**src/rtl/cpu.sv**
```systemverilog
// cpu: multicycle 16-bit simple RISC core with control FSM, 8x16 register file, shifter, ALU and status flags
module cpu (
  input  logic        clk,
  input  logic        reset,
  input  logic        s,
  input  logic        load,
  input  logic [15:0] in,
  output logic [15:0] out,
  output logic        N,
  output logic        V,
  output logic        Z,
  output logic        w
);
  typedef enum logic [2:0] {S_WAIT, S_DECODE, S_WIMM, S_GETA, S_GETB, S_EXEC, S_WB} state_t;
  state_t      r_state;
  logic [15:0] r_ir, r_a, r_b, r_c;
  logic [15:0] r_regs [8];
  logic        r_n, r_v, r_z;
  logic [2:0]  w_op, w_rn, w_rd, w_rm;
  logic [1:0]  w_sub, w_sh;
  logic [15:0] w_sx, w_bsh, w_ain, w_sum, w_diff, w_alu;
  logic        w_cmp, w_movi, w_getb, w_geta, w_v;
  assign w_op   = r_ir[15:13];
  assign w_sub  = r_ir[12:11];
  assign w_rn   = r_ir[10:8];
  assign w_rd   = r_ir[7:5];
  assign w_sh   = r_ir[4:3];
  assign w_rm   = r_ir[2:0];
  assign w_sx   = {{8{r_ir[7]}}, r_ir[7:0]};
  assign w_movi = (w_op == 3'b110) && (w_sub == 2'b10);
  assign w_getb = ((w_op == 3'b110) && (w_sub == 2'b00)) || ((w_op == 3'b101) && (w_sub == 2'b11));
  assign w_geta = (w_op == 3'b101) && !w_getb;
  assign w_cmp  = (w_op == 3'b101) && (w_sub == 2'b01);
  // shift the B operand by one place according to the sh field
  always_comb
    w_bsh = (w_sh == 2'b01) ? {r_b[14:0], 1'b0} :
            (w_sh == 2'b10) ? {1'b0, r_b[15:1]} :
            (w_sh == 2'b11) ? {r_b[15], r_b[15:1]} : r_b;
  // MOV-by-shift is an ADD with a zero A operand, so stale A never leaks into the result
  assign w_ain  = (w_op == 3'b110) ? 16'h0000 : r_a;
  assign w_sum  = w_ain + w_bsh;
  assign w_diff = r_a - w_bsh;
  assign w_v    = (r_a[15] != w_bsh[15]) && (w_diff[15] != r_a[15]);
  // ALU result select; only ADD/MOV-shift, AND and MVN reach C
  always_comb
    w_alu = (w_op != 3'b101 || w_sub == 2'b00) ? w_sum :
            (w_sub == 2'b10) ? (r_a & w_bsh) :
            (w_sub == 2'b11) ? ~w_bsh : w_diff;
  // control FSM with IR, operand, result, status and register-file updates
  always_ff @(posedge clk or posedge reset)
    if (reset) begin
      r_state <= S_WAIT;
      r_ir    <= '0;
      r_a     <= '0;
      r_b     <= '0;
      r_c     <= '0;
      r_n     <= 1'b0;
      r_v     <= 1'b0;
      r_z     <= 1'b0;
      for (int i = 0; i < 8; i++) r_regs[i] <= '0;
    end else begin
      if (load) r_ir <= in;
      case (r_state)
        S_WAIT:   if (s) r_state <= S_DECODE;
        S_DECODE: r_state <= w_movi ? S_WIMM : w_getb ? S_GETB : w_geta ? S_GETA : S_WAIT;
        S_WIMM: begin
          r_regs[w_rn] <= w_sx;
          r_state      <= S_WAIT;
        end
        S_GETA: begin
          r_a     <= r_regs[w_rn];
          r_state <= S_GETB;
        end
        S_GETB: begin
          r_b     <= r_regs[w_rm];
          r_state <= S_EXEC;
        end
        S_EXEC:
          if (w_cmp) begin
            r_z     <= (w_diff == 16'h0000);
            r_n     <= w_diff[15];
            r_v     <= w_v;
            r_state <= S_WAIT;
          end else begin
            r_c     <= w_alu;
            r_state <= S_WB;
          end
        S_WB: begin
          r_regs[w_rd] <= r_c;
          r_state      <= S_WAIT;
        end
        default:  r_state <= S_WAIT;
      endcase
    end
  assign out = r_c;
  assign N   = r_n;
  assign V   = r_v;
  assign Z   = r_z;
  assign w   = (r_state == S_WAIT);
endmodule

```
**config.mk**
```make
export PLATFORM = sky130hd
export DESIGN_NAME = cpu
export DESIGN_NICKNAME = d
export VERILOG_FILES = /design/src/rtl/cpu.sv
export SDC_FILE = /design/constraint.sdc
export NUM_CORES = 1
export LEC_CHECK = 0
export ABC_AREA = 1
export CELL_PAD_IN_SITES_DETAIL_PLACEMENT = 1
export CELL_PAD_IN_SITES_GLOBAL_PLACEMENT = 2
export CORE_MARGIN = 1
export CORE_UTILIZATION = 33
export CTS_CLUSTER_DIAMETER = 80
export DETAILED_ROUTE_END_ITERATION = 10
export PLACE_DENSITY_LB_ADDON = 0.25
export SYNTH_ARGS = -nofsm -noshare
export SYNTH_HDL_FRONTEND = slang
export SYNTH_SLANG_ARGS = --single-unit
```
**constraint.sdc**
```tcl
create_clock -name clk -period 6.3 [get_ports clk]
set_clock_uncertainty 0.2 [all_clocks]
set_input_delay 0.63 -clock clk [delete_from_list [all_inputs] [get_ports clk]]
set_output_delay 0.63 -clock clk [all_outputs]
set_load 0.1 [all_outputs]
```
==> results.toml <==
[final_layout]
syn2layout_area_growth_pct = 12.2
n_antenna_cell = 0
nNetsFinal = 1920
multi_input_area_um2 = 6840
register_area_um2 = 4960
fillers = 4921
finish.utilization_pct = 37.9
drive_gt1_share_pct = 7.00

[global_routing]
grt_usage_pct = 29.0
grt_max_degree = 100
grt_pass1_vias = 14100
met3_usage_pct = 3.76
busiest_layer = "met2"
grt_antenna_before_repair = 2
grt_pass1_wl_mm = 88.5
grtUsageMet1_pct = 39.2
met2_usage_pct = 47.3
grt-ovfl-total = 0

[synthesis]
yosys_register_bits = 198
synth_seq_area_share_pct = 37.7
yosysUniqueCellTypes = 50
synth.net_count = 1910
synth.top_cell.area_share_pct = 37.7
avgSynthCellArea_um2 = 7.05
ys_warn_count = 0
yosysTopAreaCell = "dfrtp_1"
synthTopCellsByArea = "dfrtp_1 (38%), nand2_1 (12%), inv_1 (7.3%)"
netlist_area_um2 = 13100
netlist_instances = 1862

[clock_tree]
cts.clk_slew.worst_paths_ns = 0.07
cts.sinks = 198
clockBufferDepth = 2
root_buffer = "clkbuf_16"
tritoncts = "yes"
cts_setup_buffers = 0
cts_buffers = 17
cts.htree.levels = 4
holdBufCountCts = 0
cts_resized = 0
insertion_delay_ns = 0.47

[outcome]
outcome = "complete, no violations"

[power]
pwr-share-seq_pct = 31.3
powerDensity_nw_per_um2 = 483
p_leak_nw = 6.75
p_comb_share_pct = 52.0
peakVddDrop_mv = 0.221
p_int_mw = 3.44
switching_share_pct = 51.6
p_switching_mw = 3.67
power_mw = 7.11
p_clk_share_pct = 16.7

[drt]
via_count = 13800
final_antenna_net_count = 0
wl_per_cell_um = 23.9
dr.pass1.iters = 6
wirelength_mm = 57.4
vias_per_cell = 5.72
drtIter0Drc = 1237
drc = 0

[floorplan]
die_h_um = 201
start_util_pct = 33.7
die_w_um = 201
fp.dieArea_um2 = 40600
ios = 40
core_um2 = 38900
rows = 72

[timing]
timing.final.crit_share_pct = 60.8
fmax_mhz = 261
finalSetupTns_ns = 0
rsz0062_at_grt = "no"
worstMarginPinSlew_ns = 1.11
setup_viol = 0
slew_headroom_pct = 25.6
finalMaxSlewViolations = 0
period_needed_ns = 3.83
hold_violations = 0

[setup_path]
critical_path_required_ns = 6.46
crit_path_end_kind = "flop"
critical_path_class = "reg2reg"
crit_arrival_ns = 3.99
worstSetupStartpointType = "flop"
worstPathMaxFanout = 23

[place]
place_hpwl_mm = 40.4
port_buffers = 39
routabilityCongestion = 0.912

[job]
cap_viol_max_count = 0

[min_path]
min_path_type = "reg2reg"
[power by group through the flow]
stage               sequential (mW)  clock, mW  combinational, mW
finish                         2.23       1.19               3.70
global route                   2.28       1.25               4.12
CTS                            2.21       1.20               3.69
detailed placement             2.23          0               3.67
global placement               2.22          0               3.61
floorplan                      2.36          0               2.33
[layout make-up]
cell class	count	share of cell area, %
Clock inverter	15	1.27
Tap cell	518	4.40
Multi-Input combinational cell	1311	46.4
Timing Repair Buffer	75	4.48
Inverter	269	6.91
Clock buffer	17	2.89
Sequential cell	198	33.6
[flip-flops by register name (all words and copies together) (netlist names)]
name     cells
r_regs     128
out         16
r_a         16
r_b         16
r_ir        16
r_state      3
N            1
V            1
Z            1
[synth_stat cells, drive strengths merged]
cell type,n
a211oi,2
nand2,442
a2111oi,3
o22ai,37
a221oi,23
a31oi,6
mux2,1
a22o,1
nor3b,1
ha,28
clkinv,6
nor3,19
clkbuf,60
o221ai,9
o21a,5
a21boi,1
nand4,23
dfrtp,198
xnor2,2
buf,24
and2,1
o21bai,3
o211ai,20
a22oi,72
o311ai,2
o31ai,2
or2,1
xor2,5
inv,263
nand3,144
a21oi,131
a41oi,10
a32oi,9
o21ai,165
o2bb2ai,1
nor2,142
[routing by layer]
layer / vias to the layer above / share of wire [%]
met5: - / 0
met1: 6838 / 45
met3: 108 / 5.6
met4: 0 / 2.8
met2: 509 / 47
li1: 6302 / -
[critical path, cell delays in order (launching register included)]
cell,delay (ns)
dfrtp_1,0.87
inv_2,0.32
nand2_4,0.30
nand3_1,0.22
nand2_1,0.14
ha_1,0.27
nor2_1,0.15
inv_1,0.12
nor3_1,0.14
nand2_1,0.10
nand3_1,0.16
nand2_1,0.15
nand2_1,0.16
nand2_1,0.07
nand3_1,0.07
nand2_1,0.06
nand2_1,0.06
nand2_1,0.05
nand2_1,0.05
nand2_1,0.05
[final timing paths]
path / from / to / slack, ns / depth (start not counted)
worst min register to register: V$_DFFE_PP0P_ / V$_DFFE_PP0P_ / 0.31 / 2
worst max register to register: r_ir[4]$_DFFE_PP0P_ / out[15]$_DFFE_PP0P_ / 2.47 / 19
max in group asynchronous: reset / r_regs[31]$_DFFE_PP0P_ / 4.14 / 3
worst min-delay path: V$_DFFE_PP0P_ / V$_DFFE_PP0P_ / 0.31 / 2
worst max-delay path: r_ir[4]$_DFFE_PP0P_ / out[15]$_DFFE_PP0P_ / 2.47 / 19
min in group asynchronous: reset / r_ir[10]$_DFFE_PP0P_ / 0.50 / 2
[kinds of logic (layout without fill, tap and decap cells)]
family	after synthesis	after routing	synth area share, %
compound gates	502	502	23.5
xor+xnor	7	7	0.467
fa+ha+maj	28	28	2.67
buf+inv	353	376	10.4
flops	198	198	37.7
mux	1	1	0.0858
simple gates	773	773	25.1
[placed cells by master (no fill, tap or decap), types with 8 or more instances in the layout]
| cell | netlist | layout |
|---|---|---|
| nand3_1 | 140 | 140 |
| a32oi_1 | 9 | 9 |
| o21ai_0 | 162 | 162 |
| a21oi_1 | 123 | 120 |
| a22oi_1 | 72 | 72 |
| nand2_1 | 423 | 423 |
| inv_1 | 255 | 254 |
| ha_1 | 28 | 28 |
| o22ai_1 | 37 | 37 |
| nand2_2 | 18 | 18 |
| nor3_1 | 15 | 13 |
| nor2_2 | 7 | 11 |
| a41oi_1 | 10 | 10 |
| buf_4 | 4 | 36 |
| o211ai_1 | 20 | 20 |
| inv_2 | 8 | 8 |
| clkdlybuf4s50_1 | 0 | 39 |
| clkbuf_16 | 0 | 17 |
| a21oi_2 | 7 | 10 |
| nor2_1 | 134 | 130 |
| nand4_1 | 23 | 23 |
| a221oi_1 | 23 | 23 |
| o221ai_1 | 9 | 9 |
| dfrtp_1 | 198 | 197 |
[per-stage QoR]
step                hold WS, ns  cell area [um^2]  instances  worst slack, ns
floorplan                 0.265             13100       1862           0.0727
global placement          0.293             14100       2371             2.57
detailed placement        0.297             14100       2371             2.48
CTS                       0.316             14700       2403             2.47
global route              0.336             14700       2403             2.10
finish                    0.306             14700       2403             2.47
Power figures use the tool's default switching activity.
